**config.mk**
```make
export PLATFORM = sky130hd
export DESIGN_NAME = wb_stage_flat
export DESIGN_NICKNAME = d
export VERILOG_FILES = /design/src/rtl/wb_stage_if.sv /design/src/rtl/wb_stage.sv /design/src/flat_wrapper.sv
export SDC_FILE = /design/constraint.sdc
export NUM_CORES = 1
export LEC_CHECK = 0
export BUFFER_PORTS_ARGS = -buffer_cell sky130_fd_sc_hd__buf_2
export CAP_MARGIN = 25
export CORE_ASPECT_RATIO = 0.9
export CORE_UTILIZATION = 47
export CTS_CLUSTER_DIAMETER = 40
export DETAILED_ROUTE_END_ITERATION = 8
export GPL_ROUTABILITY_DRIVEN = 0
export PLACE_DENSITY = 0.73
export SLEW_MARGIN = 20
export SYNTH_ARGS = -nofsm -noshare
export SYNTH_HDL_FRONTEND = slang
export SYNTH_SLANG_ARGS = --single-unit
```
**constraint.sdc**
```tcl
create_clock -name clk -period 2.5 [get_ports clk]
set_input_delay 0.625 -clock clk [delete_from_list [all_inputs] [get_ports clk]]
set_output_delay 0.625 -clock clk [all_outputs]
set_load 0.01 [all_outputs]
```
**src/rtl/wb_stage_if.sv**
```systemverilog
// LC-3b MEM->WB bus: pipeline control, the MEM/WB capture fields and the
// register-file write port / status outputs of the writeback stage.
interface wb_stage_if #(
  parameter int DATA_W = 16,
  parameter int REG_W  = 3
);
  logic              stall;
  logic              flush;
  logic              mem_valid;
  logic              mem_load_regfile;
  logic              mem_load_cc;
  logic [REG_W-1:0]  mem_dest;
  logic [1:0]        mem_wbsel;
  logic [DATA_W-1:0] mem_alu_out;
  logic [DATA_W-1:0] mem_rdata;
  logic [DATA_W-1:0] mem_pc;
  logic              mem_addr_lsb;

  logic              load_regfile;
  logic [REG_W-1:0]  wb_dest_addr;
  logic [DATA_W-1:0] wb_dest_data;
  logic              wb_valid;
  logic [2:0]        cc;
  logic [15:0]       retired;

  modport master (
    output stall, flush, mem_valid, mem_load_regfile, mem_load_cc, mem_dest,
           mem_wbsel, mem_alu_out, mem_rdata, mem_pc, mem_addr_lsb,
    input  load_regfile, wb_dest_addr, wb_dest_data, wb_valid, cc, retired
  );

  modport slave (
    input  stall, flush, mem_valid, mem_load_regfile, mem_load_cc, mem_dest,
           mem_wbsel, mem_alu_out, mem_rdata, mem_pc, mem_addr_lsb,
    output load_regfile, wb_dest_addr, wb_dest_data, wb_valid, cc, retired
  );
endinterface

```
**src/rtl/wb_stage.sv**
```systemverilog
// LC-3b writeback stage: MEM/WB register, writeback mux, register-file write
// port, nzp condition-code register and retired-instruction counter.
module wb_stage #(
  parameter int DATA_W = 16,
  parameter int REG_W  = 3
) (
  input  logic             clk,
  input  logic             rst_n,
  wb_stage_if.slave        bus
);

  localparam logic [1:0] WBSEL_ALU  = 2'b00;
  localparam logic [1:0] WBSEL_WORD = 2'b01;
  localparam logic [1:0] WBSEL_BYTE = 2'b10;
  localparam logic [1:0] WBSEL_PC   = 2'b11;

  function automatic logic [2:0] nzp_of(input logic [DATA_W-1:0] v);
    logic [2:0] r;
    if (v[DATA_W-1]) begin
      r = 3'b100;
    end else if (v == {DATA_W{1'b0}}) begin
      r = 3'b010;
    end else begin
      r = 3'b001;
    end
    return r;
  endfunction

  function automatic logic [DATA_W-1:0] sext_byte(input logic [DATA_W-1:0] w,
                                                  input logic hi);
    logic [7:0] b;
    if (hi) begin
      b = w[15:8];
    end else begin
      b = w[7:0];
    end
    return {{(DATA_W-8){b[7]}}, b};
  endfunction

  logic              valid_r;
  logic              load_regfile_r;
  logic              load_cc_r;
  logic [REG_W-1:0]  dest_r;
  logic [1:0]        wbsel_r;
  logic [DATA_W-1:0] alu_out_r;
  logic [DATA_W-1:0] rdata_r;
  logic [DATA_W-1:0] pc_r;
  logic              addr_lsb_r;
  logic [2:0]        cc_r;
  logic [15:0]       retired_r;
  logic [DATA_W-1:0] wb_value_s;
  logic              leaving_s;

  // MEM/WB pipeline register: flush beats stall beats capture
  always_ff @(posedge clk or negedge rst_n) begin
    if (!rst_n) begin
      valid_r        <= 1'b0;
      load_regfile_r <= 1'b0;
      load_cc_r      <= 1'b0;
      dest_r         <= {REG_W{1'b0}};
      wbsel_r        <= 2'b00;
      alu_out_r      <= {DATA_W{1'b0}};
      rdata_r        <= {DATA_W{1'b0}};
      pc_r           <= {DATA_W{1'b0}};
      addr_lsb_r     <= 1'b0;
    end else if (bus.flush) begin
      valid_r <= 1'b0;
    end else if (!bus.stall) begin
      valid_r        <= bus.mem_valid;
      load_regfile_r <= bus.mem_load_regfile;
      load_cc_r      <= bus.mem_load_cc;
      dest_r         <= bus.mem_dest;
      wbsel_r        <= bus.mem_wbsel;
      alu_out_r      <= bus.mem_alu_out;
      rdata_r        <= bus.mem_rdata;
      pc_r           <= bus.mem_pc;
      addr_lsb_r     <= bus.mem_addr_lsb;
    end else begin
      valid_r <= valid_r;
    end
  end

  // Writeback value select
  always_comb begin
    wb_value_s = alu_out_r;
    case (wbsel_r)
      WBSEL_ALU:  wb_value_s = alu_out_r;
      WBSEL_WORD: wb_value_s = rdata_r;
      WBSEL_BYTE: wb_value_s = sext_byte(rdata_r, addr_lsb_r);
      WBSEL_PC:   wb_value_s = pc_r;
      default:    wb_value_s = alu_out_r;
    endcase
  end

  // An instruction leaves WB on an edge without stall, even if flush is set
  assign leaving_s = valid_r & ~bus.stall;

  // Condition codes and retired counter update as the instruction leaves WB
  always_ff @(posedge clk or negedge rst_n) begin
    if (!rst_n) begin
      cc_r      <= 3'b010;
      retired_r <= 16'h0000;
    end else if (leaving_s) begin
      retired_r <= retired_r + 16'h0001;
      if (load_cc_r) begin
        cc_r <= nzp_of(wb_value_s);
      end else begin
        cc_r <= cc_r;
      end
    end else begin
      cc_r      <= cc_r;
      retired_r <= retired_r;
    end
  end

  assign bus.wb_dest_data = wb_value_s;
  assign bus.wb_dest_addr = dest_r;
  assign bus.load_regfile = valid_r & load_regfile_r;
  assign bus.wb_valid     = valid_r;
  assign bus.cc           = cc_r;
  assign bus.retired      = retired_r;

endmodule

```
**src/flat_wrapper.sv**
```systemverilog
// flat-port wrapper written by rule: the top's interface ports become plain ports
module wb_stage_flat 
#(
  parameter int DATA_W = 16,
  parameter int REG_W  = 3
)
  (clk, rst_n, bus_stall, bus_flush, bus_mem_valid, bus_mem_load_regfile, bus_mem_load_cc, bus_mem_dest, bus_mem_wbsel, bus_mem_alu_out, bus_mem_rdata, bus_mem_pc, bus_mem_addr_lsb, bus_load_regfile, bus_wb_dest_addr, bus_wb_dest_data, bus_wb_valid, bus_cc, bus_retired);
  wb_stage_if #(.DATA_W(DATA_W), .REG_W(REG_W)) bus_i ();
  input  logic clk;
  input  logic rst_n;
  input wire logic [$bits(bus_i.stall)-1:0] bus_stall;
  input wire logic [$bits(bus_i.flush)-1:0] bus_flush;
  input wire logic [$bits(bus_i.mem_valid)-1:0] bus_mem_valid;
  input wire logic [$bits(bus_i.mem_load_regfile)-1:0] bus_mem_load_regfile;
  input wire logic [$bits(bus_i.mem_load_cc)-1:0] bus_mem_load_cc;
  input wire logic [$bits(bus_i.mem_dest)-1:0] bus_mem_dest;
  input wire logic [$bits(bus_i.mem_wbsel)-1:0] bus_mem_wbsel;
  input wire logic [$bits(bus_i.mem_alu_out)-1:0] bus_mem_alu_out;
  input wire logic [$bits(bus_i.mem_rdata)-1:0] bus_mem_rdata;
  input wire logic [$bits(bus_i.mem_pc)-1:0] bus_mem_pc;
  input wire logic [$bits(bus_i.mem_addr_lsb)-1:0] bus_mem_addr_lsb;
  output wire logic [$bits(bus_i.load_regfile)-1:0] bus_load_regfile;
  output wire logic [$bits(bus_i.wb_dest_addr)-1:0] bus_wb_dest_addr;
  output wire logic [$bits(bus_i.wb_dest_data)-1:0] bus_wb_dest_data;
  output wire logic [$bits(bus_i.wb_valid)-1:0] bus_wb_valid;
  output wire logic [$bits(bus_i.cc)-1:0] bus_cc;
  output wire logic [$bits(bus_i.retired)-1:0] bus_retired;
  assign bus_i.stall = bus_stall;
  assign bus_i.flush = bus_flush;
  assign bus_i.mem_valid = bus_mem_valid;
  assign bus_i.mem_load_regfile = bus_mem_load_regfile;
  assign bus_i.mem_load_cc = bus_mem_load_cc;
  assign bus_i.mem_dest = bus_mem_dest;
  assign bus_i.mem_wbsel = bus_mem_wbsel;
  assign bus_i.mem_alu_out = bus_mem_alu_out;
  assign bus_i.mem_rdata = bus_mem_rdata;
  assign bus_i.mem_pc = bus_mem_pc;
  assign bus_i.mem_addr_lsb = bus_mem_addr_lsb;
  assign bus_load_regfile = bus_i.load_regfile;
  assign bus_wb_dest_addr = bus_i.wb_dest_addr;
  assign bus_wb_dest_data = bus_i.wb_dest_data;
  assign bus_wb_valid = bus_i.wb_valid;
  assign bus_cc = bus_i.cc;
  assign bus_retired = bus_i.retired;
  wb_stage #(.DATA_W(DATA_W), .REG_W(REG_W)) u_core (.clk(clk), .rst_n(rst_n), .bus(bus_i));
endmodule
```
== Yosys cells after proc, flatten, opt, wreduce, memory -nomap -nowiden ==
Index checks and enable logic that the tools add are counted.
W data, S select, Z words.

* Add/sub/neg operators: 1
* Multipliers: 0
* Divide/modulo/power cells: 0
* Magnitude comparators: 0
* Equality and inequality tests: 4
* Shift operators: 0
* Multiplexer cells: 6
* Bitwise gates (word level): 4
* Reduce and logical (&&, ||, !) cells: 4

{| class="wikitable"
|+ Operators with widths
! kind !! count
|-
| $pmux W16 S4 || 1
|-
| $add A16 B1 Y16 const B || 1
|-
| $logic_not A16 Y1 || 1
|-
| $mux W8 || 1
|-
| $eq A2 B2 Y1 const B || 2
|-
| $reduce_and A2 Y1 || 2
|-
| $mux W3 || 1
|-
| $and A1 B1 Y1 || 2
|-
| $eq A2 B1 Y1 const B || 1
|-
| $logic_not A2 Y1 || 1
|-
| $mux W1 || 2
|-
| $mux W2 || 1
|-
| $ne A2 B1 Y1 const B || 1
|-
| $not A1 Y1 || 2
|}

* Flip-flop bits (word level): 76
* Bits in latches: 0
* Memory bits (writable): 0
* Bits in read-only memories: 0
* Word-level logic and storage cells: 30
* Memories kept: 0

== Logic depth before layout (Yosys ltp) ==
* Word-level depth: 5
* Depth in mapped cells: 8
* Depth with buffers taken out: 5

== Least setup slack after synthesis ==
No wires, ideal clock.

* Kind: reg2out
* From: register u_core.wbsel_r[1]
* To: output port bus_wb_dest_data[10]
* Arrival: 1.695 ns
* Required time: 1.875 ns
* Setup slack: 0.180 ns
* Cell stages (with the launch flop): 6
* Buffers on the path: 4
* Cell sequence: dfrtp_1 buf_6 buf_2 buf_2 buf_2 mux4_1

* Cells in the longest elaborated chain, start to end: 2
* Elaborated cells on any way between the ends: 5
* Those cells by class: 3 x eq/ne; 1 x mux; 1 x reduce/logical

{| class="wikitable"
|+ Ends and longest elaborated chain
! item !! RTL line !! source
|-
| from (decl) || wb_stage.sv:44 || <nowiki>logic [1:0] wbsel_r;</nowiki>
|-
| from (signal assigned) || wb_stage.sv:73 || <nowiki>wbsel_r <= bus.mem_wbsel;</nowiki>
|-
| $eq A2 B2 Y1 (tied with other cells) || wb_stage.sv:86 || <nowiki>case (wbsel_r)</nowiki>
|-
| $pmux W16 S4 (*) || wb_stage.sv:86 ||
|-
| to (decl) || flat_wrapper.sv:24 || <nowiki>output wire logic [$bits(bus_i.wb_dest_data)-1:0] bus_wb_dest_data;</nowiki>
|}

Mark *: on every way between the ends. The rest lies on a longest branch, timed or not.

== Final worst setup path ==
* From: register u_core.addr_lsb_r
* To: output port bus_wb_dest_data[10]

* Cells in the longest elaborated chain, start to end: 2

{| class="wikitable"
|+ Ends and longest elaborated chain
! item !! RTL line !! source
|-
| from (decl) || wb_stage.sv:48 || <nowiki>logic addr_lsb_r;</nowiki>
|-
| from (signal assigned) || wb_stage.sv:77 || <nowiki>addr_lsb_r <= bus.mem_addr_lsb;</nowiki>
|-
| $mux W8 || wb_stage.sv:32 || <nowiki>if (hi) begin</nowiki>
|-
| $pmux W16 S4 || wb_stage.sv:86 ||
|}

Every way passes these cells.

==> flow_metrics.env <==
export IMPL_mappedNetlistArea_um2=3740
export IMPL_cts_root_to_sink_buffers=2
export IMPL_reg2reg_depth=6
export IMPL_p_sw_frac=0.280
export IMPL_cts_tree="done"
export IMPL_number_of_global_route_vias_before_repair=2686
export IMPL_clkSlewWorstSetupHoldPaths_ns=0.08
export IMPL_power_switching_mw=1.03
export IMPL_finish_net_count=454
export IMPL_postSynthRegisterBits=76
export IMPL_max_cap_violations=0
export IMPL_fillerInstances=634
export IMPL_port_buffer_count=100
export IMPL_finalWorstPathRequiredPeriod_ns=2.45
export IMPL_routed_wirelength_um=8130
export IMPL_critPathCaptureType="output pin"
export IMPL_area_growth_pct=24.1
export IMPL_met3_wirelength_um=621
export IMPL_timing_rr_end="u_core.bus.cc[0]"
export IMPL_detail_route_vias_per_cell=5.50
export IMPL_min_period_over_period=0.981
export IMPL_worst_ep_required_time_ns=1.88
export IMPL_synth_largest_type_area_fraction=0.502
export IMPL_numCtsBuffers=9
export IMPL_report_final_hold_viol_count=0
export IMPL_power_clock_fraction=0.329
export IMPL_run_status="finished clean"
export IMPL_synth_net_count=350
export IMPL_finalWorstSetupSlack_ns=0.0481
export IMPL_die_area_um2=8320
export IMPL_ff_latch_area_um2=1910
export IMPL_drt_first_pass_iters=4
export IMPL_synth_enable_flop_cells=0
export IMPL_fp_dieW_um=96.0
export IMPL_first_pass_grt_wire_length_um=13000
export IMPL_routed_wire_length_per_instance_um=16.5
export IMPL_hold_worst_slack_ns=0.285
export IMPL_hold_buffer_count_at_cts=0
export IMPL_n_antenna_cell=0
export IMPL_combPwrFrac=0.248
export IMPL_max_vdd_ir_drop_v=0.000488
export IMPL_largest_area_contributor_in_the_netlist="dfrtp_1"
export IMPL_holdCritPathClass="input pin to async pin"
export IMPL_number_of_top_level_pins=101
export IMPL_unrepaired_setup_endpoints_after_global_routing="no"
export IMPL_globalRoute_totalOverflow=0
export IMPL_root_buffer="clkbuf_8"
export IMPL_drive_above_1_share=0.494
export IMPL_share_seq_of_total_power=0.423
export IMPL_r2r_slack_ns=0.23
export IMPL_internal_power_mw=2.65
export IMPL_critPathKind="flop to output pin"
export IMPL_detailroute_via_count=2710
export IMPL_yosys_top_cells_area="dfrtp_1 50%, mux2_2 17%, mux4_1 4.9%, mux2i_1 3.7%, xnor2_1 2.8%"
export IMPL_placement_rows=30
export IMPL_h_tree_depth=3
export IMPL_yosysWarnings=0
export IMPL_synth_avg_cell_area_um2=13.0
export IMPL_antenna_found_initial=0
export IMPL_synthFlopType="dfrtp_1"
export IMPL_dr_first_iter_drc_count=184
export IMPL_cellPowerDensity_nw_per_um2=793
export IMPL_post_synth_inst_count=288
export IMPL_detailedPlace_worstSlack_ns=0.285
export IMPL_cp_start_kind="flop"
export IMPL_clock_skew_ns=0.00690
export IMPL_power_total_mw=3.68
export IMPL_synthDistinctLibCells=44
export IMPL_r2r_start="u_core.wbsel_r[1]"
export IMPL_clock_latency_ns=0.34
export IMPL_leakagePower_nw=2.17
export IMPL_setup_worst_path_start="u_core.addr_lsb_r"
export IMPL_grt_use_total=0.209
export IMPL_grt_max_degree=77
export IMPL_number_of_setup_violations_in_the_final_report=0
export IMPL_timing_fmax_mhz=408
export IMPL_m1WireLength_um=3620
export IMPL_fin_tns_setup_ns=0
export IMPL_antenna_left=0
export IMPL_detailed_place_hpwl_um=5810
export IMPL_initial_utilization=0.491
export IMPL_async_reset_ff_frac=1.00
export IMPL_share_of_the_yosys_chip_area_belonging_to_registers=0.509
export IMPL_multiInputGateArea_um2=1730
export IMPL_critPathMaxFanout=9
export IMPL_maxSlewViolCount=0
export IMPL_top_routing_layer_in_use="met4"
export IMPL_floorplan_die_height_um=86.6
export IMPL_route_met2_wl_um=3800
export IMPL_area_of_the_placeable_core_um2=7620
export IMPL_cts_sink_count=76
export IMPL_timing_slew_headroom=0.619
export IMPL_worst_slew_pin_transition_ns=0.557
export IMPL_timing_critical_path_arrival_ns=1.83
export IMPL_finalCoreUtilization=0.609
export IMPL_drcViolationCount=0
[synth_stat cells (7+ instances only)]
library cell  count
dfrtp_1          75
mux2_2           56
mux2i_1          14
nand2_1          14
nor2_1           13
xnor2_1          12
clkbuf_1          7
mux4_1            7
o21ai_0           7
[layout make-up]
type | instances | share of cell area
clock buffers | 13 | 0.0385
inverters | 4 | 0.00323
flip-flops and latches | 76 | 0.411
multi-input cells | 191 | 0.372
repair buffers | 110 | 0.131
clock inverters | 3 | 0.0194
well taps | 96 | 0.0259
[worst max-delay path, cell delays in order (launching register included)]
cell	delay [ns]
dfrtp_2	0.43
mux2_4	0.36
mux4_1	0.53
buf_2	0.16
[layer usage]
metal,track usage,up-vias
met5,0,-
met2,0.330,101
li1,-,1266
met4,0.0678,0
met3,0.0588,9
met1,0.276,1334
[power groups by stage]
stage	clock (mW)	sequential, mW	combinational (mW)
finish	1.21	1.56	0.914
global route	1.28	1.59	1.00
CTS	1.24	1.56	0.908
detailed placement	0	1.58	0.899
global placement	0	1.57	0.882
floorplan	0	1.55	0.591
[worst max-delay path by stage]
| stage | endpoint | slack (ns) | depth (start not counted) |
|---|---|---|---|
| after floorplan | bus_wb_dest_data[10] | 0.18 | 5 |
| after global placement | u_core.bus.cc[0] | 0.26 | 6 |
| after detailed placement | u_core.bus.cc[0] | 0.29 | 6 |
| after CTS | bus_wb_dest_data[10] | 0.03 | 3 |
| after global routing | bus_wb_dest_data[13] | 0.007 | 3 |
| final | bus_wb_dest_data[10] | 0.05 | 3 |
[logic make-up (layout without fill, tap and decap cells)]
group,count (synthesis),in the layout,synth area share
AOI/OAI and AO/OA,40,40,0.0759
muxes,79,79,0.265
xor gates and xnor gates,15,15,0.0351
buffers and inverters,21,130,0.0365
DFF,76,76,0.509
adders and majority gates,1,1,0.00335
and+or+nand+nor,56,56,0.0749
[metrics by stage]
step,instance area (µm²),instances
5_1_grt,4640,493
3_3_place_gp,4340,476
4_1_cts,4620,493
2_1_floorplan,3740,288
3_5_place_dp,4340,476
6_report,4640,493
[flip-flops by register name, indices dropped and copies added (netlist names)]
signal	flops
u_core.alu_out_r	16
u_core.bus.retired	16
u_core.pc_r	16
u_core.rdata_r	16
u_core.bus.cc	3
u_core.bus.wb_dest_addr	3
u_core.wbsel_r	2
u_core.addr_lsb_r	1
u_core.bus.wb_valid	1
u_core.load_cc_r	1
u_core.load_regfile_r	1
[what timing repair did]
| item | in CTS | in global routing |
|---|---|---|
| endpoints found under the setup margin | 8 | 7 |
| buffers inserted | 1 | 0 |
| gates resized for setup | 1 | 6 |
[cells in the final DEF (no fill, tap or decap), types with 2 or more instances in the layout]
master | Yosys | layout
a2111oi_0 | 2 | 2
a211oi_1 | 4 | 3
a21boi_0 | 4 | 4
a21oi_1 | 5 | 5
a221oi_1 | 4 | 4
a22oi_1 | 5 | 3
a22oi_2 | 0 | 2
and2_1 | 2 | 2
and3_1 | 5 | 5
buf_12 | 0 | 2
buf_2 | 4 | 99
buf_4 | 0 | 8
bufinv_16 | 0 | 3
clkbuf_8 | 3 | 13
dfrtp_1 | 75 | 73
dfrtp_2 | 0 | 2
inv_1 | 4 | 4
mux2_2 | 56 | 56
mux2i_1 | 14 | 14
mux4_1 | 7 | 7
nand2_1 | 14 | 14
nand3_1 | 5 | 5
nand4_1 | 4 | 4
nor2_1 | 13 | 12
nor2_4 | 1 | 2
nor2b_1 | 4 | 3
nor3_1 | 3 | 3
nor4_1 | 2 | 2
o21ai_0 | 7 | 7
xnor2_1 | 12 | 12
xor2_1 | 3 | 3
No activity file was read; power rests on OpenSTA's default activity.
